<file path="src/rtl/dawson32_pkg.sv">
// Shared types and the result function for the Dawson-style 32-bit responder.
package dawson32_pkg;

  localparam int DAWSON_W = 32;

  localparam int OP_ADD = 0;
  localparam int OP_SUB = 1;
  localparam int OP_XOR = 2;

  typedef enum logic [1:0] {
    GET_A,
    GET_B,
    COMPUTE,
    PUT_Z
  } resp_state_t;

  // Unsigned modulo-2^32 arithmetic; no flags are produced.
  function automatic logic [DAWSON_W-1:0] dawson32_op(
    input int                  op,
    input logic [DAWSON_W-1:0] a,
    input logic [DAWSON_W-1:0] b
  );
    logic [DAWSON_W-1:0] res;
    res = '0;
    case (op)
      OP_ADD:  res = a + b;
      OP_SUB:  res = a - b;
      OP_XOR:  res = a ^ b;
      default: res = '0;
    endcase
    return res;
  endfunction

endpackage

</file>
<file path="src/rtl/dawson32_int_resp.sv">
// Unit-side responder: takes A then B over stb/ack, computes after LATENCY
// cycles and offers the result on output_z with stb/ack.
module dawson32_int_resp
  import dawson32_pkg::*;
#(
  parameter int OP        = OP_ADD,
  parameter int LATENCY   = 1,
  parameter int ACK_DELAY = 0
) (
  input  logic                clk,
  input  logic                rst,
  input  logic [DAWSON_W-1:0] input_a,
  input  logic                input_a_stb,
  output logic                input_a_ack,
  input  logic [DAWSON_W-1:0] input_b,
  input  logic                input_b_stb,
  output logic                input_b_ack,
  output logic [DAWSON_W-1:0] output_z,
  output logic                output_z_stb,
  input  logic                output_z_ack,
  output logic                busy,
  output logic [15:0]         txn_count
);

  if (LATENCY < 1) begin : g_bad_latency
    $error("dawson32_int_resp: LATENCY must be >= 1");
  end
  if (OP < 0 || OP > 2) begin : g_bad_op
    $error("dawson32_int_resp: OP must be 0, 1 or 2");
  end
  if (ACK_DELAY < 0 || ACK_DELAY > 255) begin : g_bad_delay
    $error("dawson32_int_resp: ACK_DELAY must be in 0..255");
  end

  localparam logic [7:0]  ACK_DELAY_C  = 8'(ACK_DELAY);
  localparam logic [31:0] LAST_LAT_CNT = 32'(LATENCY - 1);

  resp_state_t         state_q;
  logic [7:0]          wait_cnt_q;
  logic [31:0]         lat_cnt_q;
  logic [DAWSON_W-1:0] a_q;
  logic [DAWSON_W-1:0] b_q;
  logic [DAWSON_W-1:0] z_q;
  logic                a_ack_q;
  logic                b_ack_q;
  logic                z_stb_q;
  logic [15:0]         txn_q;

  // Every path into GET_A/GET_B clears wait_cnt so the ack delay restarts.
  always_ff @(posedge clk) begin
    if (rst) begin
      state_q    <= GET_A;
      wait_cnt_q <= '0;
      lat_cnt_q  <= '0;
      a_q        <= '0;
      b_q        <= '0;
      z_q        <= '0;
      a_ack_q    <= 1'b0;
      b_ack_q    <= 1'b0;
      z_stb_q    <= 1'b0;
      txn_q      <= '0;
    end else begin
      case (state_q)
        GET_A: begin
          if (a_ack_q && input_a_stb) begin
            a_q        <= input_a;
            a_ack_q    <= 1'b0;
            wait_cnt_q <= '0;
            state_q    <= GET_B;
          end else if (!a_ack_q) begin
            if (wait_cnt_q == ACK_DELAY_C) a_ack_q <= 1'b1;
            else wait_cnt_q <= wait_cnt_q + 8'd1;
          end
        end
        GET_B: begin
          if (b_ack_q && input_b_stb) begin
            b_q        <= input_b;
            b_ack_q    <= 1'b0;
            wait_cnt_q <= '0;
            lat_cnt_q  <= '0;
            state_q    <= COMPUTE;
          end else if (!b_ack_q) begin
            if (wait_cnt_q == ACK_DELAY_C) b_ack_q <= 1'b1;
            else wait_cnt_q <= wait_cnt_q + 8'd1;
          end
        end
        COMPUTE: begin
          lat_cnt_q <= lat_cnt_q + 32'd1;
          if (lat_cnt_q == LAST_LAT_CNT) begin
            z_q     <= dawson32_op(OP, a_q, b_q);
            z_stb_q <= 1'b1;
            state_q <= PUT_Z;
          end
        end
        PUT_Z: begin
          if (z_stb_q && output_z_ack) begin
            z_stb_q    <= 1'b0;
            txn_q      <= txn_q + 16'd1;
            wait_cnt_q <= '0;
            state_q    <= GET_A;
          end
        end
        default: state_q <= GET_A;
      endcase
    end
  end

  assign input_a_ack  = a_ack_q;
  assign input_b_ack  = b_ack_q;
  assign output_z     = z_q;
  assign output_z_stb = z_stb_q;
  assign txn_count    = txn_q;
  assign busy         = (state_q != GET_A);

endmodule

</file>
<file path="config.mk">
export PLATFORM = sky130hd
export DESIGN_NAME = dawson32_int_resp
export DESIGN_NICKNAME = d
export VERILOG_FILES = /design/src/rtl/dawson32_pkg.sv /design/src/rtl/dawson32_int_resp.sv
export SDC_FILE = /design/constraint.sdc
export NUM_CORES = 1
export LEC_CHECK = 0
export CAP_MARGIN = 20
export CELL_PAD_IN_SITES_DETAIL_PLACEMENT = 0
export CELL_PAD_IN_SITES_GLOBAL_PLACEMENT = 1
export CORE_MARGIN = 2
export CORE_UTILIZATION = 25
export CTS_CLUSTER_DIAMETER = 60
export DETAILED_ROUTE_END_ITERATION = 6
export GPL_TIMING_DRIVEN = 0
export PLACE_DENSITY_LB_ADDON = 0.15
export SLEW_MARGIN = 0
export SYNTH_ARGS = -nofsm -noshare
export SYNTH_HDL_FRONTEND = slang
export SYNTH_SLANG_ARGS = --single-unit
</file>
<file path="constraint.sdc">
create_clock -name clk -period 4.05 [get_ports clk]
set_input_delay 0.405 -clock clk [delete_from_list [all_inputs] [get_ports clk]]
set_output_delay 0.405 -clock clk [all_outputs]
set_load 0.02 [all_outputs]
</file>
==> results of run 1 <==
-- state kept, by name (all words and copies together) (netlist names) --
signal and count:
wait_cnt_q 8, input_b_ack 1, input_a_ack 1, output_z_stb 1, state_q 2, output_z 32, a_q 32, txn_count 16
lat_cnt_q 32, b_q 32
-- final timing paths --
| path | depth (start not counted) | slack (ns) | end | from |
|---|---|---|---|---|
| setup / recovery | 9 | 1.29 | output_z[23] | a_q[10] |
| setup reg to reg | 9 | 1.29 | output_z[23] | a_q[10] |
| hold reg to reg | 2 | 0.45 | output_z[11] | output_z[11] |
| hold / removal | 2 | 0.45 | output_z[11] | output_z[11] |
-- synthesized netlist by cell type (8+ instances only) --
cell / count / area, um2
nand3_1: 34 / 170
ha_1: 40 / 500
nor2_1: 81 / 304
xor2_1: 36 / 315
and3_1: 14 / 87.6
mux2i_1: 9 / 90.1
clkbuf_1: 38 / 143
dfxtp_1: 157 / 3140
inv_1: 24 / 90.1
a31oi_1: 9 / 56.3
buf_1: 8 / 30.0
nand2_1: 222 / 833
a21o_1: 14 / 105
nand4_1: 19 / 119
o21ai_0: 39 / 195
a21oi_1: 127 / 636
nor3_1: 14 / 70.1
xnor2_1: 20 / 175
nor4_1: 8 / 50.1
or3_1: 17 / 106
-- cell type report --
type,instances,area [um2],area share (%)
Clock buffer,21,480,4.61
Sequential cell,157,3140,30.2
Buffer,55,223,2.14
Tap cell,402,503,4.83
Inverter,24,90.1,0.864
Multi-Input combinational cell,795,4590,44.1
Clock inverter,11,179,1.72
Timing Repair Buffer,121,1210,11.6
-- tightest hold or removal path, delay by kind of cell (launching register included) --
family / cells / cell delay, ns
AND/OR/NAND/NOR: 1 / 0.05
AO/OA/AOI/OAI: 1 / 0.05
flip-flops: 1 / 0.31
-- logic make-up after synthesis --
family                     after synthesis  synth area share (%)
muxes                                    9                  1.12
buffers and inverters                   79                  3.89
adders and majority gates               41                  6.47
xor gates and xnor gates                56                  6.09
DFF                                    157                  39.0
AOI/OAI and AO/OA                      241                  17.7
and+or+nand+nor                        448                  25.7
-- routing by layer --
layer	track usage, %	vias to the layer above
met3	3.90	10
met5	0	-
met4	3.49	2
li1	-	3866
met2	26.2	151
met1	20.7	3515
-- report_power, final --
part | total [uW] | internal [uW] | switching [uW]
logic | 839 | 299 | 540
registers | 1680 | 1620 | 59.3
clock network | 1800 | 1110 | 695
total | 4320 | 3030 | 1290
-- stage by stage --
step	instances	setup WS, ns	hold slack (ns)	instance area [um2]	util, %
2_1_floorplan	1031	1.79	0.440	8050	-
3_3_place_gp	1553	1.15	0.441	9750	30.8
3_5_place_dp	1553	1.09	0.446	9750	30.8
4_1_cts	1585	1.06	0.454	10400	32.9
5_1_grt	1586	0.959	0.472	10400	32.9
6_report	1586	1.29	0.451	10400	32.9
==> results.txt, run 1 <==
----------------------------------------------------
[Drt]
  Average vias per placed instance ... 4.76
  Average detailed-routed wire length per instance ... 16.4 um
  Met2 routed WL ... about 12 mm
  Number of DRC violations after detailed routing ... 0
  Detailed-route wire length on metal 1 ... 12.6 mm
  Routed Antenna Nets ... 0
  Total routed wirelength ... about 26 mm
  Number of iterations in the first detailed-routing pass ... 5
  DR iter-0 viols ... around 380
  Number of vias in the routed layout ... 7544
  Total length of routed met3 wires ... 1.27 mm
  Top routing layer in use ... met5

[Setup path]
  Category of the worst setup path launch point ... flop
  Worst stage delay on the critical path ... roughly 0.6 ns
  Critical Path RT ... 4.36 ns
  Crit path top cell by count ... o21ai_0
  Arrival time worst endpoint ... between 3 and 4 ns
  Cell-by-cell trace of the critical path ... ha_1 > clkbuf_1 > a21oi_1 > o21ai_0 > a31oi_1 > o211ai_1 > a21boi_0 > o21ai_0 > o311ai_0
  Kind of end point of the critical path ... flop
  Critical path class ... flop to flop
  Critical path peak fanout ... 9
  Buffering stage count on the worst path with inverters included ... 1
  Critical Path Slowest Stage Cell ... a21boi_0
  Delay-heaviest family, CP ... compound AO/OA/AOI/OAI gates

[STA]
  Count of final setup violators ... 0
  Maximum clock frequency ... about 0.36 GHz
  Ratio of final minimum period to clock period ... 68.2%
  Post-Route Skew ... 0.0176 ns
  Worst-case headroom to the max-slew limit ... approximately half
  Number of failing hold endpoints at the final stage ... 0
  Summed negative setup slack over all endpoints ... 0 ns
  RSZ-0062 raised after global routing ... false
  Worst-margin pin slew ... 0.730 ns
  Clock period minus worst slack ... ~2.8 ns
  Final number of max-transition violations ... 0

[Floorplan]
  Die height ... about 180 um
  I/O pin count ... 121
  Std cell rows ... 65
  Initial standard-cell utilization of the core ... roughly a quarter
  Width of the die ... 183 um
  Die ar. ... 33700 um2
  Core Box Area ... 31600 um2

[Outcome]
  Status ... complete, no violations

[Power]
  Areal power density over the cells ... between 400 and 500 nW/um2
  Pleak ... 0.00383 uW
  Peak supply drop ... roughly 0.30 mV
  Total power draw ... 4320 uW

[Placed design]
  Port Buffers ... 120
  GP Congestion ... roughly 0.80
  HPWL reported at the end of detailed placement ... around 20 mm

[Finish]
  Fill cell count ... between 3000 and 4000
  Final nets ... about 1300
  Area Overhead vs Synth ... 29.5%
  Commonest non-fill, non-tap cell in the layout ... nand2_1
  Inserted Diodes ... 0
  Commonest cells after routing, fill and taps aside ... nand2_1, dfxtp_1, a21oi_1
  Share of final-layout standard cells stronger than drive strength 1 ... between 4 and 5%

[Yosys]
  Number of instances in the synthesized netlist ... a little over 1000
  Number of storage elements in the synthesis netlist ... between 150 and 200
  Count of flip-flops with a built-in enable after synthesis ... 0
  Post-synthesis sequential area ratio ... just under 40%
  Most used flip-flop cell after synthesis ... dfxtp_1
  Post-synth ARST share ... 0%
  Post-synth net total ... between 1000 and 1500
  Distinct cells, synth ... 62
  Netlist area before placement ... roughly 8100 um2
  YS warnings ... 0
  Post-synthesis area per instance ... roughly 7.8 um2

[Hold path]
  Hold WC Path Type ... flop to flop

[GRT]
  Pin count of the biggest net entering global routing ... 17
  GRT Residual Overflow ... 0
  Via count of the first global-routing pass ... roughly 7600
  Antenna violations before repair ... 1
  First-pass GRT wire length ... 41.4 mm
  Overall fraction of global-route tracks in use ... between 10% and 20%

[CTS]
  Post-CTS Setup Repair Bufs ... 0
  Clock root buffer master ... clkbuf_16
  TritonCTS clock tree ... done
  Latest clock arrival within the worst-skew pair ... ~0.44 ns
  Number of clock buffers inserted by TritonCTS ... 17
  Longest Clk Path Bufs ... 2
  Hold bufs inserted after CTS ... 0
  TritonCTS Sinks ... around 160
  Htree depth ... 4
  # resized after CTS ... 0
  CTS clock-pin slew for the worst setup and hold paths ... roughly 0.07 ns

[Job]
  Maximum Capacitance Violations ... 0

----------------------------------------------------
Note: power is estimated with default switching activity, not from simulation.
==> inputs of run 2 (changes only) <==
Clock period 4.05 ns to 2.4 ns, I/O delays scaled along.
==> results.txt, run 2 (synthesized netlist as in run 1, its figures left out) <==
----------------------------------------------------
[Outcome]
  Status ... complete, no violations

[Floorplan]
  Std cell rows ... 65
  Width of the die ... 183 um
  Core Box Area ... 31600 um2
  Die ar. ... roughly 34000 um2
  I/O pin count ... 121
  Die height ... ~180 um
  Initial standard-cell utilization of the core ... 25.4%

[GRT]
  Pin count of the biggest net entering global routing ... 17
  GRT Residual Overflow ... 0
  Via count of the first global-routing pass ... roughly 7700
  Antenna violations before repair ... 1
  Overall fraction of global-route tracks in use ... 15.9%
  First-pass GRT wire length ... around 42 mm

[Setup path]
  Arrival time worst endpoint ... 2.76 ns
  Kind of end point of the critical path ... flop
  Critical path class ... flop to flop
  Category of the worst setup path launch point ... flop
  Setup slack, reg-to-reg ... about 0.0037 ns
  Critical Path RT ... 2.77 ns
  Critical path peak fanout ... 5

[Placed design]
  Post-detailed-placement cell area ... between 9000 and 10000 um2
  GP Congestion ... 0.797
  Port Buffers ... 120
  HPWL reported at the end of detailed placement ... 20.0 mm

[STA]
  Clock period minus worst slack ... 2.40 ns
  Worst-case headroom to the max-slew limit ... 51.2%
  Worst-margin pin slew ... 0.732 ns
  Count of final setup violators ... 0
  RSZ-0062 raised after global routing ... true
  Final number of max-transition violations ... 0
  Number of failing hold endpoints at the final stage ... 0
  Post-Route Skew ... roughly 0.014 ns
  Ratio of final minimum period to clock period ... between 90% and 100%
  Worst hold slack ... 0.333 ns
  Maximum clock frequency ... 0.417 GHz

[CTS]
  Htree depth ... 4
  Latest clock arrival within the worst-skew pair ... between 0.4 and 0.5 ns
  Number of clock buffers inserted by TritonCTS ... 17
  TritonCTS Sinks ... 157
  Hold bufs inserted after CTS ... 0
  Clock root buffer master ... clkbuf_16
  CTS clock-pin slew for the worst setup and hold paths ... 0.07 ns
  TritonCTS clock tree ... done
  Longest Clk Path Bufs ... 2

[Drt]
  Number of iterations in the first detailed-routing pass ... 5
  Number of vias in the routed layout ... slightly below 8000
  Average vias per placed instance ... roughly 4.8
  Number of DRC violations after detailed routing ... 0
  Total routed wirelength ... approximately 27 mm
  DR iter-0 viols ... between 400 and 500
  Average detailed-routed wire length per instance ... between 15 and 20 um
  Routed Antenna Nets ... 0

[Power]
  Pleak ... slightly above 0.004 uW
  Areal power density over the cells ... 672 nW/um2
  Peak supply drop ... about 0.52 mV
  Total power draw ... 7590 uW

[Finish]
  Final design area excluding fillers ... between 10000 and 15000 um2
  Final nets ... around 1300
  Commonest cells after routing, fill and taps aside ... nand2_1, dfxtp_1, clkdlybuf4s50_1
  Inserted Diodes ... 0
  Commonest non-fill, non-tap cell in the layout ... nand2_1
  Area Overhead vs Synth ... 40.2%
  Fill cell count ... between 3000 and 4000
  Share of final-layout standard cells stronger than drive strength 1 ... 14.9%

[Job]
  Maximum Capacitance Violations ... 0

[Hold path]
  Hold WC Path Type ... primary input to flop

----------------------------------------------------
## run 2: cell types whose count changed in the layout (fill, tap and decap cells not counted), sizes merged
cell,before,now
buf,17,53
clkbuf,60,51
## run 2: path summary, 6_finish.rpt
kind | start | end | depth (start not counted)
setup / recovery | b_q[1] | output_z[19] | 9
hold / removal | input_a[3] | a_q[3] | 3
setup reg to reg | b_q[1] | output_z[19] | 9
hold reg to reg | output_z[11] | output_z[11] | 2
## run 2: area by class of cell
class,count,area (um2),area share (%)
tap,402,503,4.46
inverter,24,90.1,0.798
buffer,46,248,2.20
multi-input combinational,795,5130,45.5
sequential,157,3170,28.1
clock buffer,21,480,4.26
clock inverter,11,179,1.59
timing repair buffer,157,1480,13.2
## run 2: repair_timing
item / in CTS / in global routing
resized for setup: 64 / 87
pin swaps: 14 / 32
setup buffers: 12 / 24
cloned: 0 / 1
endpoints found under the setup margin: 48 / 64
## run 2: per-stage QoR
stage	cells	worst slack, ns	utilization (%)	setup TNS, ns
after global placement	1553	-0.496	30.8	-26.25
after global routing	1613	-0.0817	35.7	-0.447
final	1613	0.00372	35.7	0
after floorplan	1031	0.141	-	0
after detailed placement	1553	-0.565	30.8	-27.82
after CTS	1589	0.000190	33.9	0
## run 2: critical path: stages (launching register included)
cell	delay (ns)
dfxtp_4	0.36
ha_4	0.27
a211oi_2	0.06
o21a_1	0.21
buf_6	0.13
o2bb2ai_4	0.12
o211ai_1	0.42
a21boi_2	0.18
or4_1	0.49
nand3_1	0.08
## run 2: metal layers
metal / track usage (%) / vias up / share of wire (%)
li1: - / 3933 / -
met4: 3.84 / 2 / 0.79
met5: 0 / - / 0.045
met2: 26.3 / 152 / 47
met1: 20.9 / 3639 / 48
met3: 3.90 / 14 / 4.8
## run 2: power breakdown
group | internal (uW) | total [uW] | switching, uW | leakage, uW
combinational | 696 | 1670 | 978 | 0.00246
sequential | 2750 | 2870 | 126 | 0.00127
clock | 1870 | 3040 | 1180 | 0.000316
total | 5310 | 7590 | 2280 | 0.00405
